[src/rtl/serial_sub2.sv]
// serial_sub2: two-channel bit-serial subtractor, LSB-first, one bit per clock.
// S1 = A - B and S2 = C - D as (W+1)-bit {borrow, difference}.
// Optional feature macro: SUB_OVF_EN adds signed-overflow flags o_ovf1/o_ovf2.
module serial_sub2 #(
    parameter int unsigned W = 4
) (
    input  logic         i_clk,
    input  logic         i_rst_n,
    input  logic         i_start,
    input  logic [W-1:0] i_a,
    input  logic [W-1:0] i_b,
    input  logic [W-1:0] i_c,
    input  logic [W-1:0] i_d,
    output logic         o_busy,
    output logic         o_done,
    output logic [W:0]   o_s1,
`ifdef SUB_OVF_EN
    output logic [W:0]   o_s2,
    output logic         o_ovf1,
    output logic         o_ovf2
`else
    output logic [W:0]   o_s2
`endif
);

    localparam int unsigned CW = (W > 1) ? $clog2(W) : 1;
    localparam logic [CW-1:0] LastCnt = CW'(W - 1);

    typedef enum logic [1:0] {StIdle, StShift, StDone} state_t;

    state_t        r_state;
    state_t        w_state_nxt;
    logic [W-1:0]  r_a, r_b, r_c, r_d;
    logic [W-1:0]  r_diff1, r_diff2;
    logic          r_bin1, r_bin2;
    logic [CW-1:0] r_cnt;
    logic [W:0]    r_s1, r_s2;
    logic          w_last;
    logic          w_d1, w_d2, w_bo1, w_bo2;
`ifdef SUB_OVF_EN
    logic          r_ovf1, r_ovf2;
`endif

    // Full-subtractor cell per channel on the current operand LSBs
    assign w_d1  = r_a[0] ^ r_b[0] ^ r_bin1;
    assign w_bo1 = (~r_a[0] & r_b[0]) | (~(r_a[0] ^ r_b[0]) & r_bin1);
    assign w_d2  = r_c[0] ^ r_d[0] ^ r_bin2;
    assign w_bo2 = (~r_c[0] & r_d[0]) | (~(r_c[0] ^ r_d[0]) & r_bin2);
    assign w_last = (r_cnt == LastCnt);

    // State register
    always_ff @(posedge i_clk or negedge i_rst_n) begin
        if (!i_rst_n) begin
            r_state <= StIdle;
        end else begin
            r_state <= w_state_nxt;
        end
    end

    // Next-state logic: start only matters in idle, done always returns to idle
    always_comb begin
        w_state_nxt = r_state;
        unique case (r_state)
            StIdle:  if (i_start) w_state_nxt = StShift;
            StShift: if (w_last) w_state_nxt = StDone;
            StDone:  w_state_nxt = StIdle;
            default: w_state_nxt = StIdle;
        endcase
    end

    // Datapath: operand capture, serial ripple, result load on the last bit
    always_ff @(posedge i_clk or negedge i_rst_n) begin
        if (!i_rst_n) begin
            r_a     <= '0;
            r_b     <= '0;
            r_c     <= '0;
            r_d     <= '0;
            r_diff1 <= '0;
            r_diff2 <= '0;
            r_bin1  <= 1'b0;
            r_bin2  <= 1'b0;
            r_cnt   <= '0;
            r_s1    <= '0;
            r_s2    <= '0;
`ifdef SUB_OVF_EN
            r_ovf1  <= 1'b0;
            r_ovf2  <= 1'b0;
`endif
        end else begin
            case (r_state)
                StIdle: begin
                    if (i_start) begin
                        r_a     <= i_a;
                        r_b     <= i_b;
                        r_c     <= i_c;
                        r_d     <= i_d;
                        r_diff1 <= '0;
                        r_diff2 <= '0;
                        r_bin1  <= 1'b0;
                        r_bin2  <= 1'b0;
                        r_cnt   <= '0;
                    end
                end
                StShift: begin
                    r_a     <= {1'b0, r_a[W-1:1]};
                    r_b     <= {1'b0, r_b[W-1:1]};
                    r_c     <= {1'b0, r_c[W-1:1]};
                    r_d     <= {1'b0, r_d[W-1:1]};
                    r_diff1 <= {w_d1, r_diff1[W-1:1]};
                    r_diff2 <= {w_d2, r_diff2[W-1:1]};
                    r_bin1  <= w_bo1;
                    r_bin2  <= w_bo2;
                    r_cnt   <= r_cnt + CW'(1);
                    if (w_last) begin
                        r_s1 <= {w_bo1, w_d1, r_diff1[W-1:1]};
                        r_s2 <= {w_bo2, w_d2, r_diff2[W-1:1]};
`ifdef SUB_OVF_EN
                        // On the last bit the operand LSBs are the original sign bits
                        r_ovf1 <= (r_a[0] ^ r_b[0]) & (w_d1 ^ r_a[0]);
                        r_ovf2 <= (r_c[0] ^ r_d[0]) & (w_d2 ^ r_c[0]);
`endif
                    end
                end
                default: ;
            endcase
        end
    end

    assign o_busy = (r_state != StIdle);
    assign o_done = (r_state == StDone);
    assign o_s1   = r_s1;
    assign o_s2   = r_s2;
`ifdef SUB_OVF_EN
    assign o_ovf1 = r_ovf1;
    assign o_ovf2 = r_ovf2;
`endif

endmodule

[config.mk]
export PLATFORM = sky130hd
export DESIGN_NAME = serial_sub2
export DESIGN_NICKNAME = d
export VERILOG_FILES = /design/src/rtl/serial_sub2.sv
export SDC_FILE = /design/constraint.sdc
export NUM_CORES = 1
export LEC_CHECK = 0
export ABC_AREA = 1
export CAP_MARGIN = 10
export CORE_MARGIN = 3
export CORE_UTILIZATION = 41
export DETAILED_ROUTE_END_ITERATION = 10
export HOLD_SLACK_MARGIN = 0.02
export PLACE_DENSITY = 0.71
export SYNTH_ARGS = -nofsm -noshare
export SYNTH_HDL_FRONTEND = slang
export SYNTH_SLANG_ARGS = --single-unit
[constraint.sdc]
create_clock -name i_clk -period 1.25 [get_ports i_clk]
set_input_delay 0.3125 -clock i_clk [delete_from_list [all_inputs] [get_ports i_clk]]
set_output_delay 0.3125 -clock i_clk [all_outputs]
set_load 0.03 [all_outputs]
# After elaboration in Yosys (flattened, before gate mapping)

Cells that the tools add are included.

Bits of input ports: 19
Output and inout bits: 12
Logic and storage cells: 57
Bits in registers: 40

Reductions and logical operators: 6
Bitwise operators: 14
Multiplexer cells: 19
Eq/ne operators: 5
Add/sub/neg operators: 1

Operators with widths:

| kind                                                            | number |
|---|---|
| 4-bit one-hot mux with 2 select lines                           | 6 |
| 4-bit 2-to-1 mux                                                | 5 |
| 2-bit one-hot mux with 2 select lines                           | 2 |
| 2-bit 2-to-1 mux                                                | 3 |
| 2-bit AND reduction                                             | 3 |
| 1-bit AND                                                       | 4 |
| 2-bit == test, second input constant                            | 2 |
| 2-bit != test, second input constant                            | 2 |
| 1-bit NOT                                                       | 4 |
| 1-bit one-hot mux with 2 select lines                           | 2 |
| 2-bit nonzero test                                              | 2 |
| 1-bit bitwise XOR                                               | 4 |
| 2-bit by 1-bit adder with 2-bit output, second input constant   | 1 |
| 2-bit by 1-bit == test with 1-bit output, second input constant | 1 |
| 2-bit zero test                                                 | 1 |
| 1-bit bitwise OR                                                | 2 |
| 1-bit 2-to-1 mux                                                | 1 |

# Depth between registers and ports, before layout

Word-level depth: 5
Mapped depth: 6
Mapped depth without buffers: 6

# Least setup slack after synthesis

OpenSTA, ideal clock, no wires.

Path kind: register -> output
From: register r_state[0]
To: output o_done
Required time: 938 ps
Path buffers: 1
Data arrival time: 1013 ps
Setup slack: -76 ps
Stages on the path, launching flop included: 3
Cell sequence: dfrtp_1 > buf_2 > nor2_1

Longest elaborated chain between the ends: 1

RTL lines:

| element                | RTL line | text |
|---|---|---|
| start, declared        | 31       | `state_t r_state;` |
| start signal, assigned | 54       | `r_state <= StIdle;` |
| start signal, assigned | 56       | `r_state <= w_state_nxt;` |
| 2-bit == test          | 130      | `assign o_done = (r_state == StDone);` |
| end, declared          | 15       | `output logic o_done,` |

No other way between the ends.

# Worst setup path after layout

From: register r_state[0]
To: output o_busy

Longest elaborated chain between the ends: 1

RTL lines:

| element            | RTL line | text |
|---|---|---|
| 2-bit nonzero test | 129      | `assign o_busy = (r_state != StIdle);` |
| end, declared      | 14       | `output logic o_busy,` |

No other way between the ends.

==> metrics <==
failing checks=setup timing; Root Driver=clkbuf_8; final wirelength=roughly 3600 um; Slew headroom=approximately 83%; LEAKAGE=approximately 1.2 nW; Synth Cell Area=roughly 0.0017 sq mm; RSZ-0062 raised after global routing=true; worst path required time=940 ps; Largest delay share family, worst path=flip-flops; CP endpoint kind=output pin; max incr delay on CP=between 400 and 500 ps; syn_nets=between 200 and 250; CTS sink count=38; #FFs+latches synth=38; Hold Path Depth=2; vias in the first global route=about 1400; total gr overflow=0; CP bufs+invs=2; first-pass GRT wire length=5970 um; clk_lat worst skew=between 200 and 300 ps; largest net degree at the start of global routing=39; Final Max Slew Viols=0; status=finished with violations; xor-xnor portion of the synthesized cell area=0%; HP Start=o_s1[3]$_DFFE_PN0P_; Final HPWL DP=2420 um; CTS H-tree lvls=2; Die Y-Extent=70.9 um; Area growth, synth to finish=34.7%; critical path depth=3; Hold Vio Cnt, Final=0; CTS tree=built; Worst Hold Class=reg2reg; Core Region=between 0.003 and 0.004 sq mm; fin crit share=110%; Via Count=1412; CP Launch Point=r_state[0]$_DFFE_PN0P_; Bufs on Longest Clock Path=2; Detailed Routing Iterations Pass 1=4; WS Path Type=reg2out; Max-Cap Viols=0; die area=just over 0.005 sq mm; Synth Instances=about 190; pwr/cell area=between 2000 and 3000 mW/mm^2; final core occ=60.4%; mux cell area share after synthesis=0%; yosys warns=0; die span in x=70.9 um; # rows=22; Worst R2R Path Depth=6; crit path time final=roughly 1400 ps; fin nets=~260; Synth Area in Adders=under 10%; Synth Area in Compound Gates=under 10%; share of cells above drive strength 1=roughly 25%; global-route usage over all layers=around 15%; setup ws final=-125 ps; Avg WL per Cell=12.5 um; diode count=0; Final ANT Viol Nets=0; critical path's slowest cell=dfrtp_2; Worst Skew=approximately 3.5 ps; DR iter-0 viols=80; GP Congestion=~0.8; slew of the pin with the lowest slew margin=roughly 260 ps; largest family of logic cells by synthesized area=simple AND/OR/NAND/NOR gates; drt via density=4.90; R2R Path Start=r_state[0]$_DFFE_PN0P_; drt drc=0; Initial Utilization=between 40% and 50%; Num CTS Buffers=5; Post-Syn Area per Cell=approximately 9 sq um; input/output buffers=30; pre-CTS setup slack=-167 ps; Max Clock Freq=just over 700 MHz; sequential share of the synthesized area=between 50% and 60%; Simple-Gate Fraction of Synth Area=between 20% and 30%; startpoint types=register; crit-path max FO=4; Final Setup Violations=2; critical path arrival=1060 ps; Distinct cells, synth=19; initial antenna violation count=0; crit-path cells=nor2_4, inv_2, buf_6; I/O Pins=31; Peak VDD IR=between 1 and 1.5 mV; Worst-path clk slew=70 ps
-- worst register-to-register path, delay by kind of cell, from the launching register on --
kind	cells	cell delay (ps)
buffers and inverters	3	470
DFF	1	460
and+or+nand+nor	2	150
AOI/OAI and AO/OA	1	80
-- final timing paths --
path / slack (ps) / end
worst max-delay path: -130 / o_busy
worst min-delay path: 480 / o_s1[3]$_DFFE_PN0P_
worst max register to register: 20 / r_b[3]$_DFFE_PN0P_
worst min register to register: 480 / o_s1[3]$_DFFE_PN0P_
max in group asynchronous: 530 / r_state[1]$_DFFE_PN0P_
min in group asynchronous: 510 / o_s2[1]$_DFFE_PN0P_
-- cell usage in the layout, fill, tap and decap left out --
| cell | n |
|---|---|
| a21oi_1 | 1 |
| a22oi_1 | 1 |
| buf_12 | 1 |
| buf_2 | 1 |
| buf_4 | 22 |
| buf_6 | 5 |
| buf_8 | 1 |
| bufinv_16 | 1 |
| clkbuf_8 | 5 |
| clkdlybuf4s50_1 | 17 |
| clkinvlp_4 | 2 |
| dfrtp_1 | 36 |
| dfrtp_2 | 2 |
| dlygate4sd3_1 | 1 |
| fa_1 | 2 |
| ha_1 | 1 |
| inv_1 | 22 |
| inv_2 | 3 |
| inv_4 | 1 |
| nand2_1 | 52 |
| nand2_4 | 4 |
| nand2_8 | 1 |
| nand3_1 | 35 |
| nor2_1 | 2 |
| nor2_2 | 1 |
| nor2_4 | 2 |
| o21ai_0 | 7 |
| o21ai_1 | 3 |
| o21ai_2 | 8 |
-- report_power, final --
group          internal (mW)  switching, mW
clock network          0.593          0.445
logic                   1.21           1.73
registers               1.74          0.303
total                   3.55           2.48
-- metal layers --
layer	track usage [%]	routed length [um]	up-vias
li1	-	-	696
met1	18.5	1610	670
met2	24.3	1730	39
met3	3.84	202	7
met4	7.31	65	0
met5	0	0	-
-- Yosys cell counts --
library cell / instances / area [sq um]
nor2_4: 1 / 11.3
inv_2: 3 / 11.3
o21ai_0: 7 / 35.0
ha_1: 1 / 12.5
buf_6: 3 / 33.8
nand2_2: 2 / 12.5
nor2_1: 3 / 11.3
o21ai_1: 3 / 15.0
nand2_1: 52 / 195
dfrtp_1: 38 / 951
fa_1: 2 / 40.0
nand2_4: 2 / 22.5
nor2_2: 1 / 6.26
buf_2: 5 / 25.0
a21oi_1: 1 / 5.00
nand3_1: 35 / 175
a22oi_1: 1 / 7.51
o21ai_2: 8 / 70.1
inv_1: 23 / 86.3
-- kinds of logic (layout without fill, tap and decap cells) --
group / count (synthesis) / count (layout)
adders and majority gates: 3 / 3
buffers and inverters: 34 / 82
and+or+nand+nor: 96 / 97
DFF: 38 / 38
AOI/OAI and AO/OA: 20 / 20
-- what timing repair did --
action                                  4_1_cts  5_1_grt
pin swaps                                     0        3
endpoints found under the setup margin        3       29
buffers inserted                              3        3
endpoints found under the hold margin        38        0
resized for setup                             7        8
cloned                                        0        1
hold buffers                                  1        0
-- area by class of cell --
cell class	count	area (sq um)
Clock buffer	5	68.8
Clock inverter	3	45.0
Fill cell	360	1530
Inverter	26	100
Multi-Input combinational cell	120	657
Sequential cell	38	953
Tap cell	48	60.1
Timing Repair Buffer	48	442
-- registers in the layout, indices dropped and copies added (netlist names) --
signal and count:
r_bin2 1, r_diff1 3, r_b 4, r_cnt 2
r_d 4, o_s1 5, r_state 2, o_s2 5
r_bin1 1, r_a 4, r_diff2 3, r_c 4
-- metrics by stage --
stage          total power [mW]  cell area, sq um  hold WS [ps]  TNS [ps]  cells
4_1_cts                    5.85              2260           483      -227    284
2_1_floorplan              3.85              1730          16.9         0    191
3_5_place_dp               4.66              2090           292     -3330    272
5_1_grt                    6.52              2330           501      -332    288
6_report                   6.03              2330           481      -225    288
3_3_place_gp               4.59              2090           297     -2920    272
No activity file was read; power rests on OpenSTA's default activity.
